--- config.mk ---
export PLATFORM = sky130hd
export DESIGN_NAME = pipe_ctrl_unit
export DESIGN_NICKNAME = d
export VERILOG_FILES = /design/src/rtl/pipe_ctrl_unit.sv
export SDC_FILE = /design/constraint.sdc
export NUM_CORES = 1
export LEC_CHECK = 0
export BUFFER_PORTS_ARGS = -buffer_cell sky130_fd_sc_hd__clkbuf_2
export CORE_UTILIZATION = 52
export DETAILED_ROUTE_END_ITERATION = 16
export HOLD_SLACK_MARGIN = 0.02
export PLACE_DENSITY_LB_ADDON = 0.05
export SLEW_MARGIN = 10
export SYNTH_ARGS = -nofsm -noshare
export SYNTH_HDL_FRONTEND = slang
export SYNTH_SLANG_ARGS = --single-unit
--- constraint.sdc ---
create_clock -name clk -period 2.22 [get_ports clk]
set_input_delay 0.444 -clock clk [delete_from_list [all_inputs] [get_ports clk]]
set_output_delay 0.444 -clock clk [all_outputs]
set_load 0.01 [all_outputs]
--- src/rtl/pipe_ctrl_unit.sv ---
// Pipelined control: ID decode, ID/EX-EX/MEM-MEM/WB control registers,
// EX branch resolution, load-use stall and EX forwarding selects.
module pipe_ctrl_unit #(
  parameter int REG_AW    = 5,
  parameter int ALUOP_W   = 3,
  parameter int HAZARD_EN = 1,
  parameter int FWD_EN    = 1
) (
  input  logic               clk,
  input  logic               rst,
  input  logic [5:0]         op,
  input  logic [5:0]         func,
  input  logic [REG_AW-1:0]  rs,
  input  logic [REG_AW-1:0]  rt,
  input  logic [REG_AW-1:0]  rd,
  input  logic               zero_ex,
  output logic               ex_alu_src,
  output logic [ALUOP_W-1:0] ex_alu_op,
  output logic               ex_sgn_zero,
  output logic               mem_read,
  output logic               mem_write,
  output logic               wb_mem_to_reg,
  output logic               wb_reg_write,
  output logic [REG_AW-1:0]  wb_dst,
  output logic               pc_src,
  output logic               flush,
  output logic               stall,
  output logic [1:0]         fwd_a,
  output logic [1:0]         fwd_b,
  output logic               illegal_ex
);

  localparam logic [5:0] OP_R     = 6'd0;
  localparam logic [5:0] OP_BEQ   = 6'd4;
  localparam logic [5:0] OP_BNE   = 6'd5;
  localparam logic [5:0] OP_ADDI  = 6'd8;
  localparam logic [5:0] OP_ADDIU = 6'd9;
  localparam logic [5:0] OP_SLTI  = 6'd10;
  localparam logic [5:0] OP_SLTIU = 6'd11;
  localparam logic [5:0] OP_ANDI  = 6'd12;
  localparam logic [5:0] OP_ORI   = 6'd13;
  localparam logic [5:0] OP_XORI  = 6'd14;
  localparam logic [5:0] OP_LW    = 6'd35;
  localparam logic [5:0] OP_SW    = 6'd43;

  localparam logic [5:0] FN_ADD  = 6'd32;
  localparam logic [5:0] FN_ADDU = 6'd33;
  localparam logic [5:0] FN_SUB  = 6'd34;
  localparam logic [5:0] FN_SUBU = 6'd35;
  localparam logic [5:0] FN_AND  = 6'd36;
  localparam logic [5:0] FN_OR   = 6'd37;
  localparam logic [5:0] FN_XOR  = 6'd38;
  localparam logic [5:0] FN_SLT  = 6'd42;
  localparam logic [5:0] FN_SLTU = 6'd43;

  localparam logic [ALUOP_W-1:0] AL_ADD  = ALUOP_W'(0);
  localparam logic [ALUOP_W-1:0] AL_SUB  = ALUOP_W'(1);
  localparam logic [ALUOP_W-1:0] AL_AND  = ALUOP_W'(2);
  localparam logic [ALUOP_W-1:0] AL_OR   = ALUOP_W'(3);
  localparam logic [ALUOP_W-1:0] AL_XOR  = ALUOP_W'(4);
  localparam logic [ALUOP_W-1:0] AL_SLT  = ALUOP_W'(6);
  localparam logic [ALUOP_W-1:0] AL_SLTU = ALUOP_W'(7);

  typedef struct packed {
    logic               alu_src;
    logic [ALUOP_W-1:0] alu_op;
    logic               sgn_zero;
    logic               mem_read;
    logic               mem_write;
    logic               mem_to_reg;
    logic               reg_write;
    logic               branch;
    logic               bne;
    logic               illegal;
    logic [REG_AW-1:0]  dst;
  } id_ex_t;

  typedef struct packed {
    logic              mem_read;
    logic              mem_write;
    logic              mem_to_reg;
    logic              reg_write;
    logic [REG_AW-1:0] dst;
  } ex_mem_t;

  typedef struct packed {
    logic              mem_to_reg;
    logic              reg_write;
    logic [REG_AW-1:0] dst;
  } mem_wb_t;

  id_ex_t            dec;
  id_ex_t            id_ex;
  ex_mem_t           ex_mem;
  mem_wb_t           mem_wb;
  logic [REG_AW-1:0] ex_rs;
  logic [REG_AW-1:0] ex_rt;
  logic              reads_rt;
  logic              stall_raw;
  logic              bubble;

  always_comb begin
    dec = '0;
    unique case (1'b1)
      (op == OP_R): begin
        dec.reg_write = 1'b1;
        dec.dst       = rd;
        unique case (func)
          FN_ADD, FN_ADDU: dec.alu_op = AL_ADD;
          FN_SUB, FN_SUBU: dec.alu_op = AL_SUB;
          FN_AND:          dec.alu_op = AL_AND;
          FN_OR:           dec.alu_op = AL_OR;
          FN_XOR:          dec.alu_op = AL_XOR;
          FN_SLT:          dec.alu_op = AL_SLT;
          FN_SLTU:         dec.alu_op = AL_SLTU;
          default: begin
            dec         = '0;
            dec.illegal = 1'b1;
          end
        endcase
      end
      (op == OP_LW): begin
        dec.alu_src    = 1'b1;
        dec.mem_read   = 1'b1;
        dec.mem_to_reg = 1'b1;
        dec.reg_write  = 1'b1;
        dec.dst        = rt;
      end
      (op == OP_SW): begin
        dec.alu_src   = 1'b1;
        dec.mem_write = 1'b1;
        dec.dst       = rt;
      end
      (op == OP_BEQ),
      (op == OP_BNE): begin
        dec.alu_op = AL_SUB;
        dec.branch = 1'b1;
        dec.bne    = (op == OP_BNE);
        dec.dst    = rt;
      end
      (op == OP_ADDI),
      (op == OP_ADDIU),
      (op == OP_SLTI),
      (op == OP_SLTIU),
      (op == OP_ANDI),
      (op == OP_ORI),
      (op == OP_XORI): begin
        dec.alu_src   = 1'b1;
        dec.reg_write = 1'b1;
        dec.dst       = rt;
        dec.sgn_zero  = (op == OP_ANDI) || (op == OP_ORI) ||
                        (op == OP_XORI);
        unique case (1'b1)
          (op == OP_SLTI):  dec.alu_op = AL_SLT;
          (op == OP_SLTIU): dec.alu_op = AL_SLTU;
          (op == OP_ANDI):  dec.alu_op = AL_AND;
          (op == OP_ORI):   dec.alu_op = AL_OR;
          (op == OP_XORI):  dec.alu_op = AL_XOR;
          default:          dec.alu_op = AL_ADD;
        endcase
      end
      default: dec.illegal = 1'b1;
    endcase
  end

  assign reads_rt = (op == OP_R) || (op == OP_SW) ||
                    (op == OP_BEQ) || (op == OP_BNE);

  assign pc_src = id_ex.branch & (id_ex.bne ? ~zero_ex : zero_ex);
  assign flush  = pc_src;

  generate
    if (HAZARD_EN != 0) begin : g_hazard
      assign stall_raw = id_ex.mem_read && (id_ex.dst != '0) &&
                         ((id_ex.dst == rs) ||
                          ((id_ex.dst == rt) && reads_rt));
    end else begin : g_no_hazard
      assign stall_raw = 1'b0;
    end
  endgenerate

  // A taken branch kills the ID instruction, so its hazard is moot.
  assign stall  = stall_raw & ~flush;
  assign bubble = stall | flush;

  always_ff @(posedge clk) begin
    if (rst) begin
      id_ex  <= '0;
      ex_mem <= '0;
      mem_wb <= '0;
      ex_rs  <= '0;
      ex_rt  <= '0;
    end else begin
      id_ex  <= bubble ? '0 : dec;
      ex_rs  <= bubble ? '0 : rs;
      ex_rt  <= bubble ? '0 : rt;
      ex_mem <= '{mem_read:   id_ex.mem_read,
                  mem_write:  id_ex.mem_write,
                  mem_to_reg: id_ex.mem_to_reg,
                  reg_write:  id_ex.reg_write,
                  dst:        id_ex.dst};
      mem_wb <= '{mem_to_reg: ex_mem.mem_to_reg,
                  reg_write:  ex_mem.reg_write,
                  dst:        ex_mem.dst};
    end
  end

  function automatic logic [1:0] fwd_sel(
    input logic [REG_AW-1:0] src,
    input logic              m_we,
    input logic [REG_AW-1:0] m_dst,
    input logic              w_we,
    input logic [REG_AW-1:0] w_dst
  );
    logic [1:0] sel;
    sel = 2'b00;
    if (m_we && (m_dst != '0) && (m_dst == src))
      sel = 2'b10;
    else if (w_we && (w_dst != '0) && (w_dst == src))
      sel = 2'b01;
    return sel;
  endfunction

  generate
    if (FWD_EN != 0) begin : g_fwd
      assign fwd_a = fwd_sel(ex_rs, ex_mem.reg_write, ex_mem.dst,
                             mem_wb.reg_write, mem_wb.dst);
      assign fwd_b = fwd_sel(ex_rt, ex_mem.reg_write, ex_mem.dst,
                             mem_wb.reg_write, mem_wb.dst);
    end else begin : g_no_fwd
      assign fwd_a = 2'b00;
      assign fwd_b = 2'b00;
    end
  endgenerate

  assign ex_alu_src    = id_ex.alu_src;
  assign ex_alu_op     = id_ex.alu_op;
  assign ex_sgn_zero   = id_ex.sgn_zero;
  assign illegal_ex    = id_ex.illegal;
  assign mem_read      = ex_mem.mem_read;
  assign mem_write     = ex_mem.mem_write;
  assign wb_mem_to_reg = mem_wb.mem_to_reg;
  assign wb_reg_write  = mem_wb.reg_write;
  assign wb_dst        = mem_wb.dst;

endmodule

* Word-level counts from Yosys, hierarchy flattened *
Cells that the tools add are included.

storage, ports and cells
  bits in registers = 43
  input bits = 30
  output and inout port bits = 22
  word-level logic and storage cells = 97

cells by class
  equal/unequal tests = 26
  muxes and demuxes = 18
  bitwise logic cells = 5
  reductions and logical operators = 27

operators with widths
  kind                                                 number
  equality test 6 bit, second input constant           11
  equality test 6 x 4 -> 1 bit, second input constant  7
  equality test 5 bit                                  6
  one-hot mux 3 bit (6 select lines)                   1
  OR reduction 9 bit                                   2
  one-hot mux 3 bit (5 select lines)                   1
  nonzero test 5 bit                                   3
  equality test 6 x 3 -> 1 bit, second input constant  2
  one-hot mux 1 bit (2 select lines)                   6
  OR reduction 11 bit                                  1
  one-hot mux 5 bit (2 select lines)                   1
  logical AND 1 bit                                    9
  two-way mux 9 bit                                    1
  one-hot mux 3 bit (3 select lines)                   1
  OR reduction 8 bit                                   1
  OR reduction 7 bit                                   1
  zero test 6 bit                                      1
  logical OR 1 bit                                     6
  OR reduction 2 bit                                   3
  two-way mux 1 bit                                    4
  two-way mux 2 bit                                    2
  one-hot mux 2 bit (2 select lines)                   1
  AND 1 bit                                            2
  NOT 1 bit                                            2
  OR 1 bit                                             1

* Depth between registers and ports, before layout *
  word-level depth = 10
  mapped depth = 7
  mapped depth without buffers = 5

* Least setup slack after synthesis *
Ideal clock, no wire load.

  kind = input-to-output
  start point = in op[3]
  end point = out stall
  data arrival time = 1752 ps
  required time = 1776 ps
  slack = 24 ps
  cell stages on the path = 6
  path buffers = 1
  cells stage by stage = buf_2 -> or2_1 -> o32a_1 -> nor4b_2 -> nor2_1 -> nor2_1

on the way
  word-level cells in the longest chain between the ends = 8
  elaborated cells on any way between the ends = 11
  those cells by class = 3 x eq/ne; 1 x bitwise; 7 x reduce/logical

ends and longest elaborated chain
  what                                                           line  source
  start: declaration                                             11    input logic [5:0] op,
  equality test 6 bit / zero test 6 bit (equally long branches)  166   assign reads_rt = (op == OP_R) || (op == OP_SW) ||
  logical OR 1 bit (2 in series)                                 166
  logical OR 1 bit (*)                                           167   (op == OP_BEQ) || (op == OP_BNE);
  logical AND 1 bit (*)                                          176   ((id_ex.dst == rt) && reads_rt));
  logical OR 1 bit (*)                                           175   ((id_ex.dst == rs) ||
  logical AND 1 bit (*)                                          174   assign stall_raw = id_ex.mem_read && (id_ex.dst != '0) &&
  AND 1 bit (*)                                                  183   assign stall = stall_raw & ~flush;
  end: declaration                                               27    output logic stall,

Mark *: on every way between the ends. The rest lies on a longest branch, timed or not.

* Worst setup path after layout *
  start point = reg ex_mem[1] (netlist bit)
  end point = out fwd_b[0]

on the way
  word-level cells in the longest chain between the ends = 4
  elaborated cells on any way between the ends = 5
  those cells by class = 1 x eq/ne; 1 x mux; 3 x reduce/logical

ends and longest elaborated chain
  what                      line  source
  start: declaration        94    ex_mem_t ex_mem;
  start signal: assignment  197   ex_mem <= '{mem_read: id_ex.mem_read,
  nonzero test 5 bit        217   if (m_we && (m_dst != '0) && (m_dst == src))
  logical AND 1 bit         217
  logical AND 1 bit (*)     217
  two-way mux 2 bit (*)     217
  end: declaration          29    output logic [1:0] fwd_b,

Marked as above.

==> flow_metrics.env <==
export IMPL_grt_usage_pct=22.7
export IMPL_grt_max_degree=16
export IMPL_top_regs="id_ex x10, ex_mem x7"
export IMPL_path_max_fanout=3
export IMPL_critPathCaptureType="primary output"
export IMPL_endpoint="fwd_b[0]"
export IMPL_yosysUniqueCellTypes=41
export IMPL_synth_largest_area_cell="dfxtp_1"
export IMPL_place_ws_ns=0.0756
export IMPL_setup_tns_ns=-0.0103
export IMPL_cts_tree="yes"
export IMPL_critPathRequiredTime_ns=1.78
export IMPL_cts_root_buf="clkbuf_8"
export IMPL_fmax_mhz=448
export IMPL_dpl_hpwl_mm=3.20
export IMPL_ios=52
export IMPL_crit_start="ex_mem[1]"
export IMPL_nNetsFinal=301
export IMPL_n_fill_cell=286
export IMPL_power_density_nw_per_um2=556
export IMPL_place_congestion=0.898
export IMPL_synth_most_common_cell="dfxtp_1"
export IMPL_hold_viol=0
export IMPL_dp_cells=308
export IMPL_gr_total_overflow=0
export IMPL_slew_headroom_pct=74.2
export IMPL_worstSetupPathType="reg -> out"
export IMPL_clock_path_buffers=2
export IMPL_drv_slew=0
export IMPL_leakage_nw=1.16
export IMPL_fin_skew_ns=0.00482
export IMPL_ir_drop_v=0.000514
export IMPL_initial_core_util_pct=56.4
export IMPL_cap_violations=0
export IMPL_vias_per_cell=5.27
export IMPL_critPathArrivalTime_ns=1.79
export IMPL_dr_pass1_iters=4
export IMPL_regToRegStartpoint="id_ex[1]"
export IMPL_crit_path_start_kind="flip-flop"
export IMPL_yosysWarnings=0
export IMPL_synth_ff_type="dfxtp_1"
export IMPL_multiInputGateArea_um2=1130
export IMPL_fp_dieArea_um2=3980
export IMPL_synthTopCellsByCount="dfxtp_1 (41), nor2b_1 (24), xor2_1 (18)"
export IMPL_fp_dieH_um=63.1
export IMPL_finalWirelength_mm=4.17
export IMPL_ant_nets=0
export IMPL_post_route_period_util_pct=100
export IMPL_port_buffers=51
export IMPL_setup_viol=1
export IMPL_largest_register="id_ex"
export IMPL_grt_pass1_vias=1533
export IMPL_layoutNonFillerInstCount=316
export IMPL_total_power_mw=1.40
export IMPL_hold_slack_ns=0.384
export IMPL_r2r_end="id_ex[0]"
export IMPL_yosysTopAreaCellShare_pct=42.3
export IMPL_core_rowCount=21
export IMPL_setup_slack_ns=-0.0103
export IMPL_holdBufCountCts=0
export IMPL_syn_cell_area_um2=1940
export IMPL_yosysSeqAreaShare_pct=42.3
export IMPL_synth_area_leaders="dfxtp_1 (42%), xor2_1 (8.1%), nor2b_1 (7.7%), xnor2_1 (5.9%), and2_1 (3.5%)"
export IMPL_die_x_um=63.1
export IMPL_layout_min_cycle_time_ns=2.23
export IMPL_clk_pin_slew_ns=0.07
export IMPL_rrSetupSlack_ns=0.16
export IMPL_violations="setup timing"
export IMPL_hold_class="in -> reg"
export IMPL_cts_buffers=5
export IMPL_numClockSinks=41
export IMPL_avgSynthCellArea_um2=9.42
export IMPL_n_antenna_cell=0
export IMPL_drt_wirelength_per_cell_um=13.2
export IMPL_antenna_found_initial=0
export IMPL_vias=1664
export IMPL_drc=0
export IMPL_worstMarginPinSlew_ns=0.384
export IMPL_synth_nets=236
export IMPL_register_area_um2=841
export IMPL_core_um2=3440
export IMPL_area_growth_pct=29.7
export IMPL_outcome="complete, but fails checks"
export IMPL_drive_above_1_share_pct=37.0
export IMPL_cts_max_level=2
export IMPL_rsz0062_at_grt="yes"
export IMPL_synth_seq_cells=41
export IMPL_synth_edf_count=0
export IMPL_drt_first_iter_violations=43
export IMPL_async_flop_share_pct=0
export IMPL_largest_register_ffs=10
export IMPL_worstSkewPairLatency_ns=0.29
export IMPL_r2r_cells=8
export IMPL_grt_first_pass_wirelength_mm=6.87
export IMPL_syn_inst=206
## cells in the final DEF, fill, tap and decap left out, types with 4 or more instances in the layout
cell type / netlist / final
clkbuf_8: 0 / 5
nor2b_1: 24 / 24
nand2b_1: 5 / 5
dfxtp_1: 41 / 31
and3_1: 5 / 5
nor2_1: 8 / 7
clkbuf_2: 0 / 49
buf_4: 4 / 18
a22oi_1: 5 / 5
xnor2_1: 13 / 11
dfxtp_2: 0 / 7
o21ai_0: 5 / 5
nand3_1: 8 / 8
and2_1: 11 / 11
xor2_1: 18 / 18
nand2_1: 4 / 4
## metrics by stage
stage / area, um2 / utilization (%)
after floorplan: 1940 / -
after global placement: 2320 / 67.3
after detailed placement: 2320 / 67.3
after CTS: 2450 / 71.3
after global routing: 2520 / 73.1
final: 2520 / 73.1
## worst max-delay path, stage by stage, from the launching register on
cell and delay (ns):
dfxtp_4 0.35, or4_4 0.55, o21ai_4 0.19, nor4_2 0.09
nor4_2 0.15, buf_2 0.17
## power breakdown
group | switching [mW] | internal, mW
logic | 0.0972 | 0.0971
clock network | 0.230 | 0.207
registers | 0.0163 | 0.752
## layer usage
layer  up-vias  GRT usage, %  part of all wire (%)
met4         0          11.0                   2.5
met3        10          5.62                   4.3
li1        840             -                     -
met2        59          34.8                    45
met5         -             0                     0
met1       755          29.7                    48
## cells by family (layout without fill, tap and decap cells)
| kind of cell | after synthesis | count (layout) | share of synthesized area (%) |
|---|---|---|---|
| buffers and inverters | 15 | 79 | 3.87 |
| and+or+nand+nor | 90 | 90 | 29.2 |
| DFF | 41 | 41 | 42.3 |
| AOI/OAI and AO/OA | 28 | 28 | 10.1 |
| xor gates and xnor gates | 31 | 31 | 14.0 |
| muxes | 1 | 1 | 0.516 |
## cell type report
type | instances | area share, %
flip-flops and latches | 41 | 33.4
clock inverters | 1 | 0.199
clock buffers | 5 | 2.73
multi-input cells | 150 | 45.0
well taps | 46 | 2.29
inverters | 3 | 0.448
repair buffers | 70 | 16.0
## worst min path at each step
stage / from / to / cells past startpoint
5_1_grt: rs[1] / ex_rs[1] / 2
2_1_floorplan: id_ex[8] / ex_mem[5] / 1
4_1_cts: rs[4] / ex_rs[4] / 2
3_3_place_gp: id_ex[10] / mem_write / 1
3_5_place_dp: id_ex[8] / ex_mem[5] / 1
6_report: rs[4] / ex_rs[4] / 2
## repair_timing
action / CTS / global route
endpoints found under the setup margin: 3 / 5
setup buffers: 2 / 1
resized for setup: 16 / 14
gates cloned: 0 / 0
pin swaps: 7 / 4
Note: power is estimated with default switching activity, not from simulation.
